===== src/rtl/alu_pkg.sv =====
// Shared op codes, engine state encoding and constants for the multi-cycle ALU.
package alu_pkg;

  localparam logic [4:0] OP_ADD    = 5'b0_0000;
  localparam logic [4:0] OP_SUB    = 5'b0_0001;
  localparam logic [4:0] OP_AND    = 5'b0_0010;
  localparam logic [4:0] OP_OR     = 5'b0_0011;
  localparam logic [4:0] OP_XOR    = 5'b0_0100;
  localparam logic [4:0] OP_SLT    = 5'b0_0101;
  localparam logic [4:0] OP_SLTU   = 5'b0_0110;
  localparam logic [4:0] OP_SLL    = 5'b0_0111;
  localparam logic [4:0] OP_SRL    = 5'b0_1000;
  localparam logic [4:0] OP_SRA    = 5'b0_1001;
  localparam logic [4:0] OP_MUL    = 5'b1_0000;
  localparam logic [4:0] OP_MULH   = 5'b1_0001;
  localparam logic [4:0] OP_MULHSU = 5'b1_0010;
  localparam logic [4:0] OP_MULHU  = 5'b1_0011;
  localparam logic [4:0] OP_DIV    = 5'b1_0100;
  localparam logic [4:0] OP_DIVU   = 5'b1_0101;
  localparam logic [4:0] OP_REM    = 5'b1_0110;
  localparam logic [4:0] OP_REMU   = 5'b1_0111;

  localparam logic [31:0] DEADBEEF = 32'hDEADBEEF;

  typedef enum logic [1:0] {
    ST_IDLE,
    ST_MUL,
    ST_DIV,
    ST_FIX
  } md_state_e;

endpackage


===== src/rtl/muldiv_seq.sv =====
// Iterative multiply/divide engine on operand magnitudes with a final sign fix-up.
module muldiv_seq
  import alu_pkg::*;
#(
  parameter int WIDTH = 32
) (
  input  logic             clk,
  input  logic             reset,
  input  logic             go,
  input  logic [2:0]       op,
  input  logic [WIDTH-1:0] ma,
  input  logic [WIDTH-1:0] mb,
  input  logic             neg,
  output logic             fin,
  output logic [WIDTH-1:0] res
);

  localparam int CW = $clog2(WIDTH);

  md_state_e          state, state_nxt;
  logic [CW-1:0]      cnt, cnt_dec;
  logic [WIDTH-1:0]   ma_q, mb_q;
  logic [2:0]         op_q;
  logic               neg_q;
  logic [2*WIDTH-1:0] acc, mul_step, prod_fix;
  logic [WIDTH-1:0]   quo, rem, quo_step, rem_step, quo_fix, rem_fix;
  logic               idle, ge;
  logic [WIDTH-1:0]   op_a, op_b, mul_hi_src, mul_lo_src, rem_src, quo_src;
  logic [WIDTH:0]     mul_sum, r2;

  assign idle    = (state == ST_IDLE);
  assign cnt_dec = cnt - 1'b1;

  // The first step runs on the launch edge straight from the inputs, so the
  // counter (loaded with WIDTH-1) only has to cover the remaining steps.
  always_comb begin
    op_a       = idle ? ma : ma_q;
    op_b       = idle ? mb : mb_q;
    mul_hi_src = idle ? '0 : acc[2*WIDTH-1:WIDTH];
    mul_lo_src = idle ? mb : acc[WIDTH-1:0];
    mul_sum    = {1'b0, mul_hi_src} + (mul_lo_src[0] ? {1'b0, op_a} : '0);
    mul_step   = {mul_sum, mul_lo_src[WIDTH-1:1]};
    rem_src    = idle ? '0 : rem;
    quo_src    = idle ? ma : quo;
    r2         = {rem_src, quo_src[WIDTH-1]};
    ge         = (r2 >= {1'b0, op_b});
    rem_step   = ge ? WIDTH'(r2 - {1'b0, op_b}) : WIDTH'(r2);
    quo_step   = {quo_src[WIDTH-2:0], ge};
  end

  always_comb begin
    state_nxt = state;
    case (state)
      ST_IDLE: if (go) state_nxt = op[2] ? ST_DIV : ST_MUL;
      ST_MUL,
      ST_DIV:  if (cnt_dec == '0) state_nxt = ST_FIX;
      default: state_nxt = ST_IDLE;
    endcase
  end

  always_ff @(posedge clk) begin
    if (reset) state <= ST_IDLE;
    else       state <= state_nxt;
  end

  always_ff @(posedge clk) begin
    if (reset) begin
      cnt   <= '0;
      ma_q  <= '0;
      mb_q  <= '0;
      op_q  <= '0;
      neg_q <= 1'b0;
      acc   <= '0;
      quo   <= '0;
      rem   <= '0;
    end else begin
      case (state)
        ST_IDLE: if (go) begin
          ma_q  <= ma;
          mb_q  <= mb;
          op_q  <= op;
          neg_q <= neg;
          cnt   <= CW'(WIDTH - 1);
          if (op[2]) begin
            quo <= quo_step;
            rem <= rem_step;
          end else begin
            acc <= mul_step;
          end
        end
        ST_MUL: begin
          acc <= mul_step;
          cnt <= cnt_dec;
        end
        ST_DIV: begin
          quo <= quo_step;
          rem <= rem_step;
          cnt <= cnt_dec;
        end
        default: ;
      endcase
    end
  end

  assign fin = (state == ST_FIX);

  always_comb begin
    prod_fix = neg_q ? -acc : acc;
    quo_fix  = neg_q ? -quo : quo;
    rem_fix  = neg_q ? -rem : rem;
    case (op_q[2:1])
      2'b00:   res = op_q[0] ? prod_fix[2*WIDTH-1:WIDTH] : prod_fix[WIDTH-1:0];
      2'b01:   res = prod_fix[2*WIDTH-1:WIDTH];
      2'b10:   res = quo_fix;
      default: res = rem_fix;
    endcase
  end

endmodule


===== src/rtl/mc_alu.sv =====
// Execute-stage ALU: registered single-cycle RV32I ops, iterative RV32M ops.
module mc_alu
  import alu_pkg::*;
#(
  parameter int WIDTH = 32,
  parameter int SHW   = $clog2(WIDTH)
) (
  input  logic             clk,
  input  logic             reset,
  input  logic             start,
  input  logic [4:0]       alu_ctrl,
  input  logic [WIDTH-1:0] a,
  input  logic [WIDTH-1:0] b,
  output logic             busy,
  output logic             done,
  output logic [WIDTH-1:0] result,
  output logic             zero
);

  localparam logic [WIDTH-1:0] MIN_VAL = {1'b1, {(WIDTH-1){1'b0}}};
  localparam logic [63:0]      BAD64   = {32'h0, DEADBEEF};
  localparam logic [WIDTH-1:0] BAD     = BAD64[WIDTH-1:0];

  logic             accept, is_iter, is_div, is_rem, a_sgn, b_sgn, a_neg, b_neg;
  logic             md_neg, div_zero, div_ovf, special, go, fin;
  logic [WIDTH-1:0] mag_a, mag_b, sc_res, md_res;
  logic [SHW-1:0]   sh;

  assign sh      = b[SHW-1:0];
  assign accept  = start & ~busy;
  assign is_iter = alu_ctrl inside {OP_MUL, OP_MULH, OP_MULHSU, OP_MULHU,
                                    OP_DIV, OP_DIVU, OP_REM, OP_REMU};
  assign is_div  = alu_ctrl inside {OP_DIV, OP_DIVU, OP_REM, OP_REMU};
  assign is_rem  = alu_ctrl inside {OP_REM, OP_REMU};
  assign a_sgn   = alu_ctrl inside {OP_MULH, OP_MULHSU, OP_DIV, OP_REM};
  assign b_sgn   = alu_ctrl inside {OP_MULH, OP_DIV, OP_REM};
  assign a_neg   = a_sgn & a[WIDTH-1];
  assign b_neg   = b_sgn & b[WIDTH-1];
  assign mag_a   = a_neg ? -a : a;
  assign mag_b   = b_neg ? -b : b;
  // Remainder follows the dividend; products and quotients use a^b.
  assign md_neg  = (alu_ctrl == OP_REM) ? a_neg : (a_neg ^ b_neg);

  assign div_zero = is_div & (b == '0);
  assign div_ovf  = ((alu_ctrl == OP_DIV) || (alu_ctrl == OP_REM)) &&
                    (a == MIN_VAL) && (b == '1);
  assign special  = is_iter & (div_zero | div_ovf);
  assign go       = accept & is_iter & ~special;

  always_comb begin
    sc_res = BAD;
    case (alu_ctrl)
      OP_ADD:  sc_res = a + b;
      OP_SUB:  sc_res = a - b;
      OP_AND:  sc_res = a & b;
      OP_OR:   sc_res = a | b;
      OP_XOR:  sc_res = a ^ b;
      OP_SLT:  sc_res = {{(WIDTH-1){1'b0}}, ($signed(a) < $signed(b))};
      OP_SLTU: sc_res = {{(WIDTH-1){1'b0}}, (a < b)};
      OP_SLL:  sc_res = a << sh;
      OP_SRL:  sc_res = a >> sh;
      OP_SRA:  sc_res = $unsigned($signed(a) >>> sh);
      default: begin
        if (div_zero)     sc_res = is_rem ? a : '1;
        else if (div_ovf) sc_res = is_rem ? '0 : MIN_VAL;
      end
    endcase
  end

  muldiv_seq #(
    .WIDTH(WIDTH)
  ) u_muldiv (
    .clk   (clk),
    .reset (reset),
    .go    (go),
    .op    (alu_ctrl[2:0]),
    .ma    (mag_a),
    .mb    (mag_b),
    .neg   (md_neg),
    .fin   (fin),
    .res   (md_res)
  );

  always_ff @(posedge clk) begin
    if (reset) begin
      busy   <= 1'b0;
      done   <= 1'b0;
      result <= '0;
      zero   <= 1'b1;
    end else begin
      done <= 1'b0;
      if (fin) begin
        busy   <= 1'b0;
        done   <= 1'b1;
        result <= md_res;
        zero   <= (md_res == '0);
      end else if (accept) begin
        if (go) begin
          busy <= 1'b1;
        end else begin
          done   <= 1'b1;
          result <= sc_res;
          zero   <= (sc_res == '0);
        end
      end
    end
  end

endmodule


===== config.mk =====
export PLATFORM = sky130hd
export DESIGN_NAME = mc_alu
export DESIGN_NICKNAME = d
export VERILOG_FILES = /design/src/rtl/alu_pkg.sv /design/src/rtl/muldiv_seq.sv /design/src/rtl/mc_alu.sv
export SDC_FILE = /design/constraint.sdc
export NUM_CORES = 2
export LEC_CHECK = 0
export CORE_MARGIN = 3
export CORE_UTILIZATION = 50
export DETAILED_ROUTE_END_ITERATION = 10
export PLACE_DENSITY = 0.78
export RECOVER_POWER = 50
export SYNTH_ARGS = -nofsm -noshare
export SYNTH_HDL_FRONTEND = slang
export SYNTH_SLANG_ARGS = --single-unit

===== constraint.sdc =====
create_clock -name clk -period 13.1 [get_ports clk]
set_clock_uncertainty 0.2 [all_clocks]
set_input_delay 1.31 -clock clk [delete_from_list [all_inputs] [get_ports clk]]
set_output_delay 1.31 -clock clk [all_outputs]
set_load 0.005 [all_outputs]

Yosys cells after proc, flatten, opt, wreduce, memory -nomap -nowiden
Index checks and enable logic that the tools add are counted.
{"block": "word_totals", "output_inout_bits": 35, "word_cells": 145, "register_bits": 238, "inputBits": 72}
{"block": "op_classes", "n_eq_ne": 29, "magnitude_cmp": 3, "shifts": 3, "mux": 45, "n_bitwise": 14, "addsub": 10, "n_reduce_logical": 28}
{"cell": "32-bit two-way mux", "n": 24}
{"cell": "32-bit case mux with 10 select lines", "n": 1}
{"cell": "64-bit two-way mux", "n": 3}
{"cell": "32-bit negator", "n": 4}
{"cell": "32-bit case mux with 2 select lines", "n": 2}
{"cell": "64-bit case mux with 2 select lines", "n": 1}
{"cell": "32-bit zero test", "n": 3}
{"cell": "32-bit case mux with 3 select lines", "n": 1}
{"cell": "32-bit equality test, second input constant", "n": 2}
{"cell": "32-bit less-than comparator", "n": 2}
{"cell": "64-bit negator", "n": 1}
{"cell": "32-bit subtractor", "n": 2}
{"cell": "5-bit equality test, second input constant", "n": 8}
{"cell": "32-bit by 33-bit adder with 33-bit output", "n": 1}
{"cell": "33-bit by 32-bit greater-or-equal comparator with 1-bit output", "n": 1}
{"cell": "32-bit adder", "n": 1}
{"cell": "32-bit bitwise AND", "n": 1}
{"cell": "32-bit OR", "n": 1}
{"cell": "32-bit by 5-bit << shifter with 32-bit output", "n": 1}
{"cell": "32-bit by 5-bit right shift with 32-bit output", "n": 1}
{"cell": "32-bit by 5-bit >>> shifter with 32-bit output", "n": 1}
{"cell": "32-bit XOR", "n": 1}
{"cell": "5-bit by 3-bit equality test with 1-bit output, second input constant", "n": 4}
{"cell": "5-bit by 2-bit equality test with 1-bit output, second input constant", "n": 2}
{"cell": "27 further kinds", "n": 63}

Logic depth before layout (Yosys ltp)
{"block": "logic_depth", "ltp_word": 11, "depth_mapped": 27, "ltp_nobuf": 23}

By module
Synthesis repeated with hierarchy kept, for this count alone.
{"block": "unflattened", "hier_cells": 4026, "hier_area_um2": 28964.0}
{"module": "muldiv_seq", "area_each_um2": 16118.0, "n_inst": 1, "cells_per_inst": 2142, "seq_area_each_um2": 4063.9}
{"module": "mc_alu", "area_each_um2": 12846.1, "n_inst": 1, "cells_per_inst": 1884, "seq_area_each_um2": 700.7}

Least setup slack after synthesis
OpenSTA, ideal clock, no wires.
{"block": "synth_path", "path_type": "input-to-reg", "startpoint": "in b[0]", "endpoint": "reg u_muldiv.rem[10]", "arrival_time_ps": 6955, "path_buffers": 6, "setup_slack_ps": 5854, "path_stages": 25, "required_ps": 12809, "setup_time_ps": 91, "path_cell_list": "buf_2 inv_2 buf_1 clkbuf_1 buf_1 ha_1 nor4b_1 and4_1 clkbuf_1 a31oi_1 xnor2_1 nand2_1 o21ai_0 ha_1 a21o_1 a21o_1 a21oi_1 nand2b_1 a21oi_1 o41ai_1 o21bai_1 a21oi_1 clkbuf_1 nand2_1 a311oi_1"}
{"block": "synth_via", "elab_chain_len": 8, "word_cells_on_any_way": 19, "classes_between": "add/sub (2); order compare (1); eq/ne (2); mux (6); bitwise (5); reduce/logical (3)"}
{"element": "from (decl)", "line_no": "mc_alu.sv:13", "rtl": "input logic [WIDTH-1:0] b,"}
{"element": "32-bit negator, or another cell as far along", "line_no": "mc_alu.sv:40", "rtl": "assign mag_b = b_neg ? -b : b;"}
{"element": "32-bit two-way mux, or another cell as far along", "line_no": "mc_alu.sv:40"}
{"element": "32-bit two-way mux or 1-bit OR (tied branches)", "line_no": "muldiv_seq.sv:38, mc_alu.sv:47"}
{"element": "32-bit subtractor, or another cell as far along", "line_no": "muldiv_seq.sv:47", "rtl": "rem_step = ge ? WIDTH'(r2 - {1'b0, op_b}) : WIDTH'(r2);"}
{"element": "32-bit two-way mux or 1-bit NOT (tied branches)", "line_no": "muldiv_seq.sv:47, mc_alu.sv:48"}
{"element": "32-bit two-way mux or 1-bit bitwise AND (tied branches)", "line_no": "muldiv_seq.sv:84, mc_alu.sv:48"}
{"element": "32-bit two-way mux or 2-bit inequality test (tied branches)"}
{"element": "32-bit case mux with 2 select lines or 3-bit AND reduction (tied branches)"}
{"element": "to (signal assigned)", "line_no": "muldiv_seq.sv:86", "rtl": "rem <= rem_step;"}
{"element": "to (signal assigned)", "line_no": "muldiv_seq.sv:97", "rtl": "rem <= rem_step;"}
{"element": "to (decl)", "line_no": "muldiv_seq.sv:26", "rtl": "logic [WIDTH-1:0] quo, rem, quo_step, rem_step, quo_fix, rem_fix;"}
Several ways; a longest one is shown, not always the timed one. The select of a mux whose other input is x is not followed.
A chain may end at the register's enable or synchronous reset.

Worst setup path in the final report
{"block": "layout_path", "startpoint": "in a[1]", "endpoint": "reg u_muldiv.ma_q[15]"}
{"block": "layout_via", "elab_chain_len": 8, "word_cells_on_any_way": 10, "classes_between": "add/sub (1); eq/ne (1); mux (1); bitwise (4); reduce/logical (3)"}
{"element": "from (decl)", "line_no": "mc_alu.sv:12", "rtl": "input logic [WIDTH-1:0] a,"}
{"element": "branches (longest 8 deep; another with 32-bit negator)"}
{"element": "to (signal assigned)", "line_no": "muldiv_seq.sv:79", "rtl": "ma_q <= ma;"}
{"element": "to (decl)", "line_no": "muldiv_seq.sv:22", "rtl": "logic [WIDTH-1:0] ma_q, mb_q;"}
Parallel ways; which one is timed is not known.

==> results.txt <==
status -> finished with violations
failing checks -> max-capacitance violations, max-slew violations
row count -> 87
GRT overflow -> 0
CP Cell Sequence -> dlygate4sd3_1 -> inv_1 -> ha_1 -> or3b_1 -> nor4_1 -> nand4_1 -> or3_1 -> nand3_1 -> or2_2 -> nor2_4 -> clkbuf_1 -> clkbuf_1 -> a211oi_1
number of synthesized flops with an enable pin -> 0
Port Buffer Count -> 106
post_cts resized -> 0
critical path's largest stage delay -> 2.49 ns
total core area -> 0.05682 sq mm
Detailed Routing Iterations Pass 1 -> 8
TritonCTS sink count -> 238
gp weighted congestion -> 1.116
Starting Density -> 51.00%
Clock transition at path regs -> 0.06 ns
HPWL Detailed -> 115600 um
Nets -> 4297
Clk Tree Root Cell -> clkbuf_16
H-tree levels -> 1
CTS tree -> yes
net switching power figure -> 2.130 mW
Initial DRC Count -> 5426
antenna violations before repair -> 9
Hold Violations, Final -> 0
Slowest-stage cell, CP -> clkbuf_1
Rel. slew slack -> -132.6%
WL final -> 150800 um
power density cells -> 133.7 mW/mm^2
clock latency on the worst-skew pair -> 0.60 ns
Avg Cell Area, Syn -> 7.030 sq um
Least-Margin Pin Slew -> 3.490 ns
Most common cell on crit path -> clkbuf_1
CP Capture Type -> flip-flop
die width -> 246.7 um
Yosys cell types -> 93
clock period minus worst slack -> 9.799 ns
RSZ-0062 raised after global routing -> no
final hold slack -> 0.2679 ns
Seq/Total Area, Yosys -> 16.44%
Clock power frac -> 19.4%
first-pass GRT wire length -> 215100 um
Crit path max-delay family -> buffers and inverters
crit start category -> primary input
DRC viols -> 0
Finished Layout Cells -> 4824
final antenna-violating net count -> 0
Slew Viols, Final -> 281
cell count after synthesis -> 4122
worst path required time -> 13.22 ns
maximum VDD drop -> 0.1772 mV
largest net degree at the start of global routing -> 94
final setup fails -> 0
internal power -> 2.083 mW
register share of total power -> 22.4%
max-cap viol count -> 6
cell area after synthesis -> 0.02898 sq mm
setup total negative slack -> 0 ns
Post-synth top flop -> dfxtp_1
Synth Register Bits -> 238
vias per cell -> 7.161
Hold Path Class -> reg2reg
commonest non-fill, non-tap cells in the layout -> nand2_1 (439), nor2_1 (427), a21oi_1 (352)
Die Y -> 246.7 um
ys async rst share -> 0%
Max FO, Critical Path -> 72
maximum clock rate -> 102.1 MHz
switching part of the total power -> 50.55%
Die ar. -> 0.06088 sq mm
most common cell after layout, fill and taps aside -> nand2_1
Syn Nets -> 4374
total CTS buffers -> 29
vias in the first global route -> 31280
setup ws final -> 3.301 ns
CTS Hold Bufs -> 0
post-CTS setup buffers -> 0
LEAKAGE -> 12.01 nW
placed cells -> 4770
Combinational Power Share -> 58.1%
Worst Path Buf+Inv -> 4
clk buf depth -> 3
area grow syn2layout -> 8.765%
Place WS -> 4.476 ns
# IOs -> 107
CP Data Arrival Time -> 9.92 ns
fin crit share -> 74.80%
warning count from the yosys run -> 0
Setup Crit Path Kind -> in2reg
Routed WL per cell -> 31.26 um
DR vias -> 34540
layout cells sized above 1 -> 7.162%
Tot GR Track Use -> 47.49%
## cell usage after synthesis (all sizes together) (24+ instances only)
master	instances	area share, %
nand2	440	5.7
nor2	429	5.6
a21oi	353	6.1
o21ai	263	4.5
clkbuf	256	3.3
dfxtp	238	16
ha	176	7.6
xnor2	150	4.5
a211oi	142	3.7
inv	138	1.8
nor3	111	1.9
mux2i	105	3.6
o211ai	91	2.4
nor2b	89	1.9
nand3	86	1.5
buf	62	0.95
xor2	61	1.8
o22ai	51	1.1
nand4	49	1.1
o31ai	48	1.2
nor4	47	1.1
a31oi	46	1.0
a21o	43	1.1
or3	43	0.95
mux2	37	1.4
and3	36	0.78
nand2b	35	0.76
a311oi	34	1.0
mux4	32	2.5
or4	30	0.82
or2	27	0.58
a221oi	25	0.76
o41ai	25	0.83
o21a	24	0.62
## power by group through the flow
stage | Sequential (mW) | Clock, mW | Combinational [mW]
detailed placement | 0.949 | 0 | 2.34
CTS | 0.934 | 0.820 | 2.35
floorplan | 0.885 | 0 | 1.66
finish | 0.946 | 0.818 | 2.45
global route | 0.947 | 0.846 | 2.61
global placement | 0.948 | 0 | 2.33
## tightest hold or removal path, delay by kind of cell (launching register included)
kind	cells	cell delay (ns)
AND/OR/NAND/NOR	1	0.06
flip-flops	1	0.31
AO/OA/AOI/OAI	1	0.06
## layer usage
| layer | track usage [%] | up-vias | routed length, um |
|---|---|---|---|
| li1 | - | 15100 | - |
| met1 | 59.19 | 16090 | 55570 |
| met2 | 69.67 | 2633 | 61110 |
| met3 | 13.38 | 724 | 19890 |
| met4 | 34.86 | 4 | 14220 |
| met5 | 0 | - | 19 |
## sequential cells by signal, summed over array words and instances, names as in the netlist
register        count
u_muldiv.acc       64
result             32
u_muldiv.ma_q      32
u_muldiv.mb_q      32
u_muldiv.quo       32
u_muldiv.rem       32
u_muldiv.cnt        5
u_muldiv.op_q       3
u_muldiv.state      2
busy                1
done                1
u_muldiv.neg_q      1
zero                1
## cells by family (layout without fill, tap and decap cells)
logic type / count (synthesis) / after routing / share of synthesized area (%)
other cells: 0 / 5 / 0
xor+xnor: 211 / 211 / 6.377
flops: 238 / 238 / 16.44
mux: 174 / 174 / 7.551
fa+ha+maj: 180 / 180 / 7.875
buf+inv: 460 / 401 / 6.101
compound gates: 1358 / 1358 / 30.88
simple gates: 1501 / 1501 / 24.77
## cell type report
cell class | instances | area, sq um
well taps | 756 | 945.9
clock buffers | 38 | 809.5
repair buffers | 210 | 1802
diodes | 5 | 12.51
fillers | 5648 | 25300
inverters | 142 | 533.0
multi-input cells | 3424 | 22520
clock inverters | 11 | 126.4
flip-flops and latches | 238 | 4768
## worst paths after layout
kind                                   from                             end  slack (ns)  depth (start not counted)
min          u_muldiv.mb_q[31]$_SDFFE_PP0P_  u_muldiv.mb_q[31]$_SDFFE_PP0P_        0.27                          2
min reg2reg  u_muldiv.mb_q[31]$_SDFFE_PP0P_  u_muldiv.mb_q[31]$_SDFFE_PP0P_        0.27                          2
max                                    a[1]  u_muldiv.ma_q[15]$_SDFFE_PP0P_        3.30                         13
max reg2reg  u_muldiv.state[0]$_SDFFE_PP0P_   u_muldiv.acc[62]$_SDFFE_PP0P_        5.68                         20
## stage by stage
stage / util, % / power, mW / area (sq um)
after global routing: 55.45 / 4.401 / 31510
after detailed placement: 53.87 / 3.290 / 30610
after global placement: 53.87 / 3.276 / 30610
after CTS: 55.51 / 4.108 / 31540
after floorplan: - / 2.549 / 28980
final: 55.47 / 4.213 / 31520
Power figures use the tool's default switching activity.
